`config.mk`:
```
export PLATFORM = sky130hd
export DESIGN_NAME = riscv_mc_ctrl
export DESIGN_NICKNAME = d
export VERILOG_FILES = /design/src/rtl/riscv_mc_ctrl.sv
export SDC_FILE = /design/constraint.sdc
export NUM_CORES = 1
export LEC_CHECK = 0
export CAP_MARGIN = 25
export CORE_ASPECT_RATIO = 0.7
export CORE_MARGIN = 2
export CORE_UTILIZATION = 46
export DETAILED_ROUTE_END_ITERATION = 6
export PLACE_DENSITY_LB_ADDON = 0.12
export RECOVER_POWER = 25
export SLEW_MARGIN = 20
export SYNTH_ARGS = -nofsm -noshare
export SYNTH_HDL_FRONTEND = slang
export SYNTH_SLANG_ARGS = --single-unit
```
`constraint.sdc`:
```
create_clock -name clk_i -period 3 [get_ports clk_i]
set_clock_uncertainty 0.1 [all_clocks]
set_input_delay 0.6 -clock clk_i [delete_from_list [all_inputs] [get_ports clk_i]]
set_output_delay 0.6 -clock clk_i [all_outputs]
set_load 0.03 [all_outputs]
```
`src/rtl/riscv_mc_ctrl.sv`:
```
// Multi-cycle sequencer for the single-issue RV32I core: fetch, decode qualify,
// execute capture, data-memory handshake and writeback, one instruction in flight.
module riscv_mc_ctrl #(
  parameter logic [31:0] RESET_PC    = 32'h0000_0000,
  parameter int unsigned MEM_TIMEOUT = 255
) (
  input  logic        clk_i,
  input  logic        rst_i,
  output logic        imem_req_o,
  output logic [31:0] imem_addr_o,
  input  logic        imem_ack_i,
  input  logic [31:0] imem_rdata_i,
  output logic [31:0] instr_o,
  output logic        dec_en_o,
  input  logic        is_load_i,
  input  logic        is_store_i,
  input  logic        is_branch_i,
  input  logic        is_jump_i,
  input  logic        is_ecall_i,
  input  logic        br_taken_i,
  input  logic [31:0] alu_result_i,
  input  logic [31:0] target_i,
  output logic        dmem_req_o,
  output logic        dmem_we_o,
  output logic [31:0] dmem_addr_o,
  input  logic        dmem_ack_i,
  input  logic [31:0] dmem_rdata_i,
  output logic        rf_write_en_o,
  output logic [4:0]  rf_write_reg_o,
  output logic [31:0] rf_write_data_o,
  output logic [31:0] pc_o,
  output logic [31:0] instret_o,
  output logic        halted_o,
  output logic [1:0]  err_o
);

  typedef enum logic [2:0] {
    S_FETCH, S_DECODE, S_EXEC, S_MEM, S_WB, S_HALT
  } state_t;

  localparam int CW = (MEM_TIMEOUT < 2) ? 1 : $clog2(MEM_TIMEOUT);
  localparam logic [CW-1:0] TO_LAST = CW'((MEM_TIMEOUT == 0) ? 0 : MEM_TIMEOUT - 1);

  state_t        state_q, state_d;
  logic [31:0]   pc_q, pc_d;
  logic [31:0]   instr_q, instr_d;
  logic [31:0]   instret_q, instret_d;
  logic [1:0]    err_q, err_d;
  logic [31:0]   alu_q, alu_d;
  logic [31:0]   tgt_q, tgt_d;
  logic [31:0]   ld_q, ld_d;
  logic          taken_q, taken_d;
  logic [CW-1:0] cnt_q, cnt_d;

  logic [31:0] pc_plus4;
  logic        timeout_hit;

  assign pc_plus4    = pc_q + 32'd4;
  // The counter holds the number of request cycles already spent without an ack.
  assign timeout_hit = (MEM_TIMEOUT != 0) && (cnt_q == TO_LAST);

  always_comb begin
    state_d       = state_q;
    pc_d          = pc_q;
    instr_d       = instr_q;
    instret_d     = instret_q;
    err_d         = err_q;
    alu_d         = alu_q;
    tgt_d         = tgt_q;
    ld_d          = ld_q;
    taken_d       = taken_q;
    cnt_d         = '0;
    imem_req_o    = 1'b0;
    dmem_req_o    = 1'b0;
    dmem_we_o     = 1'b0;
    dec_en_o      = 1'b0;
    rf_write_en_o = 1'b0;

    case (state_q)
      S_FETCH: begin
        imem_req_o = 1'b1;
        if (imem_ack_i) begin
          instr_d = imem_rdata_i;
          state_d = S_DECODE;
        end else if (timeout_hit) begin
          err_d   = 2'b10;
          state_d = S_HALT;
        end else begin
          cnt_d = cnt_q + CW'(1);
        end
      end
      S_DECODE: begin
        dec_en_o = 1'b1;
        state_d  = S_EXEC;
      end
      S_EXEC: begin
        alu_d   = alu_result_i;
        tgt_d   = is_jump_i ? (target_i & ~32'd1) : target_i;
        taken_d = is_jump_i | (is_branch_i & br_taken_i);
        if (is_ecall_i) begin
          instret_d = instret_q + 32'd1;
          state_d   = S_HALT;
        end else if (taken_d && (tgt_d[1:0] != 2'b00)) begin
          err_d   = 2'b01;
          state_d = S_HALT;
        end else if (is_load_i || is_store_i) begin
          state_d = S_MEM;
        end else begin
          state_d = S_WB;
        end
      end
      S_MEM: begin
        dmem_req_o = 1'b1;
        dmem_we_o  = is_store_i;
        if (dmem_ack_i) begin
          if (is_store_i) begin
            pc_d      = pc_plus4;
            instret_d = instret_q + 32'd1;
            state_d   = S_FETCH;
          end else begin
            ld_d    = dmem_rdata_i;
            state_d = S_WB;
          end
        end else if (timeout_hit) begin
          err_d   = 2'b11;
          state_d = S_HALT;
        end else begin
          cnt_d = cnt_q + CW'(1);
        end
      end
      S_WB: begin
        rf_write_en_o = (instr_q[11:7] != 5'd0) && !is_branch_i && !is_store_i;
        pc_d          = taken_q ? tgt_q : pc_plus4;
        instret_d     = instret_q + 32'd1;
        state_d       = S_FETCH;
      end
      S_HALT: begin
        state_d = S_HALT;
      end
      default: begin
        state_d = S_FETCH;
      end
    endcase

    // Nothing may be requested or strobed while reset is being applied.
    if (rst_i) begin
      imem_req_o    = 1'b0;
      dmem_req_o    = 1'b0;
      dmem_we_o     = 1'b0;
      dec_en_o      = 1'b0;
      rf_write_en_o = 1'b0;
    end
  end

  always_ff @(posedge clk_i) begin
    if (rst_i) begin
      state_q   <= S_FETCH;
      pc_q      <= RESET_PC;
      instr_q   <= '0;
      instret_q <= '0;
      err_q     <= 2'b00;
      alu_q     <= '0;
      tgt_q     <= '0;
      ld_q      <= '0;
      taken_q   <= 1'b0;
      cnt_q     <= '0;
    end else begin
      state_q   <= state_d;
      pc_q      <= pc_d;
      instr_q   <= instr_d;
      instret_q <= instret_d;
      err_q     <= err_d;
      alu_q     <= alu_d;
      tgt_q     <= tgt_d;
      ld_q      <= ld_d;
      taken_q   <= taken_d;
      cnt_q     <= cnt_d;
    end
  end

  assign imem_addr_o     = pc_q;
  assign instr_o         = instr_q;
  assign dmem_addr_o     = alu_q;
  assign rf_write_reg_o  = instr_q[11:7];
  assign rf_write_data_o = is_jump_i ? pc_plus4 : (is_load_i ? ld_q : alu_q);
  assign pc_o            = pc_q;
  assign instret_o       = instret_q;
  assign halted_o        = (state_q == S_HALT);
  assign err_o           = err_q;

endmodule

```
==> key figures, run 1 <==
Timing
  • Final Max Slew Viols: 0
  • Max_slew headroom: 6.031%
  • Slew @ Worst Pin: 1.410 ns
  • Final count of hold timing violations: 0
  • RSZ-0062 raised after global routing: true
  • Tcrit/Tclk final: 102.1%
  • Final setup vio count: 10
  • Maximum clock frequency: 0.3266 GHz
  • Fin Setup TNS: -0.2369 ns
  • Setup ws final: -0.06196 ns
  • Period minus WS final: 3.062 ns

Global routing
  • Vias in the first global route: 9321
  • GR Util met3: 7.914%
  • Largest net degree at the start of global routing: 90
  • Met1 usage: 41.24%
  • GR Util met2: 40.97%
  • First-pass GRT wire length: 51140 um
  • Grt ovf: 0
  • Most Used Layer, Global Route: met1
  • Global-route usage over all layers: 28.23%
  • Initial antenna violation count: 0

Status
  • Failing checks: negative setup slack
  • Status: complete, but fails checks

Clocking
  • Clock buffer depth: 3
  • Clock Sinks: 206
  • Reg clk slew, reported paths: 0.06 ns
  • CTS tree: yes
  • Num CTS Buffers: 22
  • H-tree depth: 1
  • Root Driver: clkbuf_16
  • Hold_buf cts: 0
  • Later-pin clock latency in the skew report: 0.50 ns

Worst setup path
  • FF-to-FF path depth: 6
  • Critical path capture point type: output port
  • Worst Path Arrival: 2.36 ns
  • Setup crit start kind: flop
  • Setup CP Type: reg2out
  • CP max FO: 5
  • Critical Path RT: 2.30 ns

Floorplan
  • Die W: 178.8 um
  • Chip Height: 126.4 um
  • Initial Util: 47.15%
  • Core Area: 20870 um2
  • Row count: 44
  • Boundary Pins: 343
  • Die Area: 22590 um2

Synthesis
  • Mapped Nets: 1425
  • Synth Warn #: 0
  • Post-synth EDFFs: 0
  • Mapped cell area: 9837 um2
  • Syn avg cell area: 7.667 um2
  • Async set-reset flop share out of synthesis: 0%
  • FF+latch count, synth: 206
  • Most used DFF post-synth: dfxtp_1
  • Unique masters post-synth: 62
  • Sequential-to-total area share from yosys stat: 41.92%
  • Synthesized instance count: 1283

Power
  • Maximum vdd drop: 0.3749 mV
  • Gate power share: 21.3%
  • Net switching fraction of the power: 29.55%
  • Cell internal pwr: 4.962 mW
  • Clock power share: 35.8%
  • Pwr Density: 489.9 nW/um2
  • Tot Pwr: 7.042 mW
  • Leak: 5.039 nW
  • Net Sw Power: 2.081 mW
  • Reg power frac: 42.9%

Layout
  • Most frequent cells in the layout: 319 x nand2_1, 306 x clkdlybuf4s50_1, 192 x dfxtp_1
  • Antenna fix cells: 0
  • Final net count: 1739
  • Design area: 14380 um2
  • Filler cell count: 1733
  • Area Growth Syn to Fin: 46.15%
  • Layout cells sized above 1: 11.99%
  • Most common cell after layout, fill and taps aside: nand2_1

Placement
  • I/O Buffers: 342
  • Placed cell areas: 13420 um2
  • Gpl congestion: 0.9075
  • Dpl hpwl: 23740 um

Routing
  • Final WL: 33520 um
  • Post-route ant nets: 0
  • Vias post-DR: 10.35k
  • DRC violations left: 0
  • Routed vias/inst: 5.487
  • DR iter-0 viols: 977
  • First drt pass iteration count: 5
  • Drt wl/cell: 17.77 um

Flow run
  • Max Cap Viol: 0

Hold path
  • Min-Delay Path Class: reg2reg
  • WHS Path Cells: 2
## layer usage
metal	up-vias	wire length, um
met3	51	3377
met2	443	14260
li1	5027	-
met1	4828	15100
met5	-	0
met4	0	785
## timing repair
item	CTS	global route
setup buffers	8	17
pin swaps	12	25
gates resized for setup	38	23
gates cloned	2	0
endpoints found under the setup margin	21	23
## critical path: stages (launching register included)
cell and delay [ns]:
dfxtp_1 0.35, buf_4 0.17, nand4_1 0.18, nor4_1 0.29
buf_4 0.20, and3_4 0.21, xnor2_1 0.18, a21oi_1 0.11
buf_4 0.18
## layout make-up
class	instances	area, um2	share of cell area, %
sequential	206	4159	28.93
tap	276	345.3	2.402
clock buffer	34	636.9	4.430
multi-input combinational	935	5166	35.94
timing repair buffer	423	4020	27.96
inverter	9	33.78	0.2350
clock inverter	3	15.01	0.1044
## cells in the mapped netlist (all sizes together) (9+ instances only)
master	instances	area share, %
nand2	320	12
dfxtp	206	42
a21oi	180	9.2
clkbuf	78	3.0
buf	55	3.7
nor2	54	2.1
o21ai	49	2.5
xor2	31	2.8
nand4	29	2.1
nor2b	26	1.7
a211oi	22	1.7
a31oi	22	1.4
nand3	21	1.1
or3	19	1.2
xnor2	18	1.6
and3	17	1.1
nor3	14	0.76
o31ai	14	1.1
mux2i	11	1.1
or4	11	0.84
inv	9	0.34
## worst paths after layout
path                                                   from                      to  slack [ns]
worst max-delay path            imem_addr_o[9]$_SDFFE_PP0P_     rf_write_data_o[17]       -0.06
worst min-delay path                 tgt_q[11]$_SDFFE_PP0N_  tgt_q[11]$_SDFFE_PP0N_        0.35
worst max register to register        state_q[2]$_SDFF_PP0_   state_q[2]$_SDFF_PP0_        0.27
worst min register to register       tgt_q[11]$_SDFFE_PP0N_  tgt_q[11]$_SDFFE_PP0N_        0.35
## sequential cells by signal, indices dropped and copies added (netlist names)
| name | flops |
|---|---|
| dmem_addr_o | 32 |
| imem_addr_o | 32 |
| instr_o | 32 |
| instret_o | 32 |
| ld_q | 32 |
| tgt_q | 32 |
| cnt_q | 8 |
| state_q | 3 |
| err_o | 2 |
| taken_q | 1 |
## power by group through the flow
stage	Sequential (mW)	Combinational, mW	Clock, mW
2_1_floorplan	3.23	0.669	0
5_1_grt	3.04	1.61	2.68
4_1_cts	3.02	1.52	2.56
3_5_place_dp	3.08	1.50	0
3_3_place_gp	3.08	1.49	0
6_report	3.02	1.50	2.52
## per-stage QoR
step	instances	util [%]	setup WS [ns]	hold WS, ns
global route	1886	68.90	-0.1530	0.3689
detailed placement	1822	64.31	0.1001	0.3436
CTS	1869	68.28	-0.03703	0.3302
finish	1886	68.90	-0.06196	0.3523
floorplan	1283	-	0.004016	0.3319
global placement	1822	64.31	0.1759	0.3368
## cell families after synthesis
family / share of synthesized area, %
AND/OR/NAND/NOR: 26.29
AO/OA/AOI/OAI: 18.62
flip-flops: 41.92
buffers and inverters: 7.059
XOR/XNOR: 4.363
multiplexers: 1.234
adder cells (fa/ha/maj): 0.5088
(Power assumes the default switching activity.)
==> inputs of run 2 (changes only) <==
--- a/config.mk
+++ b/config.mk
@@ -8,7 +8,8 @@
 export CAP_MARGIN = 25
 export CORE_ASPECT_RATIO = 0.7
 export CORE_MARGIN = 2
-export CORE_UTILIZATION = 46
+export CORE_UTILIZATION = 47
+export CTS_BUF_LIST = sky130_fd_sc_hd__clkbuf_8
 export DETAILED_ROUTE_END_ITERATION = 6
 export PLACE_DENSITY_LB_ADDON = 0.12
 export RECOVER_POWER = 25
==> run 2 against run 1 <==
  * The run still ends with negative setup slack left
  * Register-to-register slack worse by 0.35 ns
  * Via count up 1.9%
  * Flip-flop and latch count unchanged
  * Worst hold slack got worse by 0.014 ns
  * Clock power rose by 9.9%
  * Clock-buffer cell count increased by 15
  * Die area down 2.1%
  * Setup slack lost 0.047 ns
  * Combinational power is essentially flat
  * Critical path depth unchanged
  * Final cell count is 1.4% higher
  * Sequential share of layout area shrank 0.56 points
  * Critical endpoint is now rf_write_data_o[28]
==> key figures, run 2 (synthesized netlist as in run 1, its figures left out) <==
Status
  • Status: complete, but fails checks
  • Failing checks: negative setup slack

Routing
  • Routed vias/inst: 5.510
  • Post-route ant nets: 0
  • First drt pass iteration count: 5
  • DRC violations left: 0
  • Drt wl/cell: 18.20 um
  • Final WL: 34810 um
  • DR iter-0 viols: 964
  • Vias post-DR: 10.54k

Floorplan
  • Die W: 176.9 um
  • Die Area: 22120 um2
  • Boundary Pins: 343
  • Chip Height: 125.0 um
  • Row count: 44
  • Core Area: 20640 um2
  • Initial Util: 47.65%

Layout
  • Most common cell after layout, fill and taps aside: nand2_1
  • Area Growth Syn to Fin: 49.31%
  • Final net count: 1757
  • Design area: 14690 um2
  • Layout cells sized above 1: 14.66%
  • Most frequent cells in the layout: 318 x nand2_1, 295 x clkdlybuf4s50_1, 186 x dfxtp_1
  • Antenna fix cells: 0

Placement
  • I/O Buffers: 342
  • Gpl congestion: 0.9708
  • Dpl hpwl: 23740 um
  • Placed cell areas: 13360 um2
  • Place WS: 0.1914 ns

Worst setup path
  • Setup CP Type: reg2out
  • Setup crit start kind: flop
  • Critical Path RT: 2.30 ns
  • CP max FO: 5
  • Critical path capture point type: output port
  • Worst Path Arrival: 2.41 ns

Timing
  • Final count of hold timing violations: 0
  • Final setup vio count: 10
  • RSZ-0062 raised after global routing: true
  • Period minus WS final: 3.109 ns
  • Fin Setup TNS: -0.5891 ns
  • Setup ws final: -0.1092 ns
  • Maximum clock frequency: 0.3216 GHz
  • Slew @ Worst Pin: 1.415 ns
  • Max_slew headroom: 5.662%
  • Final Max Slew Viols: 0
  • Tcrit/Tclk final: 103.6%

Clocking
  • Clock Sinks: 206
  • Clock buffer depth: 3
  • Hold_buf cts: 0
  • Num CTS Buffers: 35
  • Root Driver: clkbuf_8
  • H-tree depth: 2
  • Reg clk slew, reported paths: 0.07 ns
  • Later-pin clock latency in the skew report: 0.52 ns
  • CTS tree: yes

Global routing
  • Global-route usage over all layers: 29.96%
  • Grt ovf: 0
  • First-pass GRT wire length: 53190 um
  • Vias in the first global route: 9558
  • Initial antenna violation count: 0
  • Largest net degree at the start of global routing: 72

Power
  • Maximum vdd drop: 0.3785 mV
  • Leak: 5.288 nW
  • Pwr Density: 496.7 nW/um2

Flow run
  • Max Cap Viol: 0

Hold path
  • Min-Delay Path Class: reg2reg
-- run 2: changes by cell type in the layout (fill, tap and decap cells not counted), sizes merged --
cell,before,now
buf,108,114
bufinv,0,2
clkbuf,42,56
clkdlybuf4s15,1,0
clkdlybuf4s50,306,295
clkinv,3,1
dlygate4sd3,0,10
dlymetal6s2s,0,2
inv,9,16
-- run 2: what timing repair did --
item | CTS | global route
pin swaps | 17 | 22
setup buffers | 24 | 12
cloned | 1 | 0
gates resized for setup | 48 | 36
endpoints found under the setup margin | 22 | 24
-- run 2: power breakdown --
group | switching [mW] | total [mW] | internal [mW]
Sequential | 0.142 | 3.03 | 2.89
Clock | 1.16 | 2.77 | 1.61
Combinational | 0.880 | 1.50 | 0.616
-- run 2: worst paths after layout --
path                                startpoint  slack [ns]                      endpoint  cells after the start
setup / recovery  imem_addr_o[16]$_SDFFE_PP0P_       -0.11           rf_write_data_o[28]                      8
hold / removal           tgt_q[0]$_SDFFE_PP0N_        0.34   imem_addr_o[0]$_SDFFE_PP0P_                      2
setup reg to reg  imem_addr_o[16]$_SDFFE_PP0P_       -0.08  imem_addr_o[30]$_SDFFE_PP0P_                     16
hold reg to reg          tgt_q[0]$_SDFFE_PP0N_        0.34   imem_addr_o[0]$_SDFFE_PP0P_                      2
-- run 2: worst max-delay path, cell delays in order, from the launching register on --
cell and delay, ns:
dfxtp_4 0.35, nand4_1 0.20, nor4_4 0.36, buf_12 0.16, buf_4 0.13, nand4_1 0.16
xor2_1 0.19, a21oi_1 0.17, buf_4 0.19
-- run 2: final cells by class --
cell class                      count  area (um2)
Timing Repair Buffer              428        4089
Tap cell                          276       345.3
Clock inverter                     10       91.34
Multi-Input combinational cell    935        5288
Sequential cell                   206        4167
Inverter                            9       33.78
Fill cell                        1680        5957
Clock buffer                       49       674.4
-- run 2: stage by stage --
stage | instances | hold slack, ns | total power, mW | utilization, %
2_1_floorplan | 1283 | 0.3319 | 3.899 | -
3_3_place_gp | 1818 | 0.3405 | 4.574 | 64.72
3_5_place_dp | 1818 | 0.3466 | 4.588 | 64.72
4_1_cts | 1902 | 0.3367 | 7.346 | 70.21
5_1_grt | 1913 | 0.3465 | 7.584 | 71.15
6_report | 1913 | 0.3382 | 7.296 | 71.15
-- run 2: layer usage --
metal	share of wire (%)	wire length, um	GRT usage [%]
met1	45	15720	42.77
met2	43	14920	44.55
met3	9.7	3368	8.181
met4	2.3	797	7.730
met5	0	0	0
==> inputs of run 3 (changes only) <==
--- a/config.mk
+++ b/config.mk
@@ -8,9 +8,10 @@
 export CAP_MARGIN = 25
 export CORE_ASPECT_RATIO = 0.7
 export CORE_MARGIN = 2
-export CORE_UTILIZATION = 47
+export CORE_UTILIZATION = 61
 export CTS_BUF_LIST = sky130_fd_sc_hd__clkbuf_8
 export DETAILED_ROUTE_END_ITERATION = 6
+export DONT_BUFFER_PORTS = 1
 export PLACE_DENSITY_LB_ADDON = 0.12
 export RECOVER_POWER = 25
 export SLEW_MARGIN = 20
==> run 3 against run 2 <==
  * The flow still finishes with violations (negative setup slack)
  * Maximum frequency down 0.28%
  * Core utilization rose by 2.8 points
  * Combinational power decreased by 42%
  * Worst hold slack got worse by 0.32 ns
  * Sequential power grew 5%
  * Critical path type unchanged
  * Largest cell class unchanged
==> key figures, run 3 (synthesized netlist as in run 1, its figures left out) <==
Power
  • Clock power share: 36.3%
  • Gate power share: 13.7%
  • Pwr Density: 551.9 nW/um2
  • Maximum vdd drop: 0.4613 mV
  • Reg power frac: 50.0%
  • Tot Pwr: 6.384 mW
  • Cell internal pwr: 4.441 mW
  • Net Sw Power: 1.942 mW
  • Net switching fraction of the power: 30.42%
  • Leak: 4.159 nW

Timing
  • Max_slew headroom: 1.200%
  • Tcrit/Tclk final: 103.9%
  • Final count of hold timing violations: 0
  • Hold WS: 0.01509 ns
  • Maximum clock frequency: 0.3207 GHz
  • RSZ-0062 raised after global routing: true
  • Final setup vio count: 16
  • Final Max Slew Viols: 0
  • Slew @ Worst Pin: 1.482 ns
  • Setup ws final: -0.1178 ns
  • Period minus WS final: 3.118 ns

Placement
  • Post-placement cell count: 1452
  • Gpl congestion: 1.008
  • I/O Buffers: 0
  • Placed cell areas: 10260 um2
  • Dpl hpwl: 20650 um

Routing
  • DR iter-0 viols: 1045
  • First drt pass iteration count: 5
  • Post-route ant nets: 0
  • DRC violations left: 0
  • Drt wl/cell: 20.30 um
  • Routed vias/inst: 6.162
  • Final WL: 31550 um
  • Vias post-DR: 9576

Hold path
  • Min-Delay Path Class: in2reg

Layout
  • Area Growth Syn to Fin: 17.58%
  • Most common cell after layout, fill and taps aside: nand2_1
  • Filler cell count: 1249
  • Util after Layout: 73.94%
  • Antenna fix cells: 0
  • Design area: 11570 um2
  • Finished Layout Cells: 1554
  • Most frequent cells in the layout: 319 x nand2_1, 190 x dfxtp_1, 171 x a21oi_1
  • Final net count: 1476
  • Layout cells sized above 1: 18.61%

Clocking
  • Later-pin clock latency in the skew report: 0.56 ns
  • Reg clk slew, reported paths: 0.07 ns
  • H-tree depth: 1
  • CTS tree: yes
  • Clock Sinks: 206
  • Root Driver: clkbuf_8
  • Clock buffer depth: 3
  • Num CTS Buffers: 30

Global routing
  • Initial antenna violation count: 0
  • First-pass GRT wire length: 45260 um
  • Largest net degree at the start of global routing: 182
  • Global-route usage over all layers: 33.36%
  • Grt ovf: 0
  • Vias in the first global route: 8295

Worst setup path
  • Critical path capture point type: output port
  • Critical Path RT: 2.30 ns
  • Critical path's most frequent cell: buf_4
  • Slowest stage cell, crit path: dfxtp_4
  • Cell Chain, Critical Path: ha_4 -> nand4_1 -> buf_4 -> buf_6 -> nor4_4 -> buf_4 -> xor2_2 -> nand2_1 -> o21ai_1 -> buf_4
  • Worst Path Arrival: 2.42 ns
  • Crit-path max cell delay: 0.38 ns
  • Setup crit start kind: flop
  • CP max FO: 3
  • Setup CP Type: reg2out

Status
  • Failing checks: negative setup slack
  • Status: complete, but fails checks

Floorplan
  • Row count: 38
  • Core Area: 15640 um2
  • Die W: 155.8 um
  • Die Area: 17170 um2
  • Boundary Pins: 343
  • Chip Height: 110.2 um
  • Initial Util: 62.89%

Flow run
  • Max Cap Viol: 0
-- run 3: cell types whose count changed in the layout (fill, tap and decap cells not counted), sizes merged, moves of 2 or more --
cell,before,now
clkdlybuf4s50,295,0
buf,114,138
clkbuf,56,49
dlygate4sd3,10,5
dlymetal6s2s,2,0
inv,16,18
-- run 3: per-layer routing --
| layer | global-route usage [%] | wire [um] | part of all wire (%) |
|---|---|---|---|
| met1 | 46.42 | 13200 | 42 |
| met2 | 48.93 | 13810 | 44 |
| met5 | 0 | 0 | 0 |
| met4 | 11.21 | 994 | 3.2 |
| met3 | 10.95 | 3551 | 11 |
-- run 3: repair_timing --
| action | in CTS | in global routing |
|---|---|---|
| hold buffers | 4 | 1 |
| pin swaps | 12 | 35 |
| setup buffers | 18 | 25 |
| endpoints found under the setup margin | 19 | 23 |
| hold endpoints to repair | 15 | 1 |
| gates resized for setup | 34 | 52 |
| gates cloned | 2 | 0 |
-- run 3: worst max-delay path, delay by kind of cell, from the launching register on --
kind / cells / cell delay (ns)
DFF: 1 / 0.38
AOI/OAI and AO/OA: 1 / 0.07
adders and majority gates: 1 / 0.14
and+or+nand+nor: 3 / 0.48
buffers and inverters: 4 / 0.63
xor gates and xnor gates: 1 / 0.16
-- run 3: path summary, 6_finish.rpt --
path	slack (ns)	end	cells past startpoint	from
min reg2reg	0.35	tgt_q[13]$_SDFFE_PP0N_	2	tgt_q[13]$_SDFFE_PP0N_
max reg2reg	-0.06	imem_addr_o[28]$_SDFFE_PP0P_	16	imem_addr_o[3]$_SDFFE_PP0P_
max	-0.12	rf_write_data_o[18]	10	imem_addr_o[3]$_SDFFE_PP0P_
min	0.02	tgt_q[9]$_SDFFE_PP0N_	1	rst_i
-- run 3: cell type report --
class	instances	area, um2	area share (%)
Timing Repair Buffer	152	1195	10.33
Tap cell	200	250.2	2.164
Multi-Input combinational cell	935	5304	45.86
Clock inverter	12	73.82	0.6383
Inverter	9	33.78	0.2921
Sequential cell	206	4159	35.96
Clock buffer	40	550.5	4.760
-- run 3: power groups by stage --
| stage | sequential, mW | clock, mW | combinational [mW] |
|---|---|---|---|
| 2_1_floorplan | 3.23 | 0 | 0.669 |
| 3_3_place_gp | 3.25 | 0 | 0.828 |
| 3_5_place_dp | 3.25 | 0 | 0.843 |
| 4_1_cts | 3.20 | 2.33 | 0.861 |
| 5_1_grt | 3.21 | 2.46 | 0.954 |
| 6_report | 3.19 | 2.32 | 0.874 |
-- run 3: metrics by stage --
step	setup WS [ns]	setup TNS (ns)
2_1_floorplan	0.004016	0
3_3_place_gp	0.3708	0
3_5_place_dp	0.3356	0
4_1_cts	-0.03612	-0.1001
5_1_grt	-0.1921	-6.749
6_report	-0.1178	-0.6980
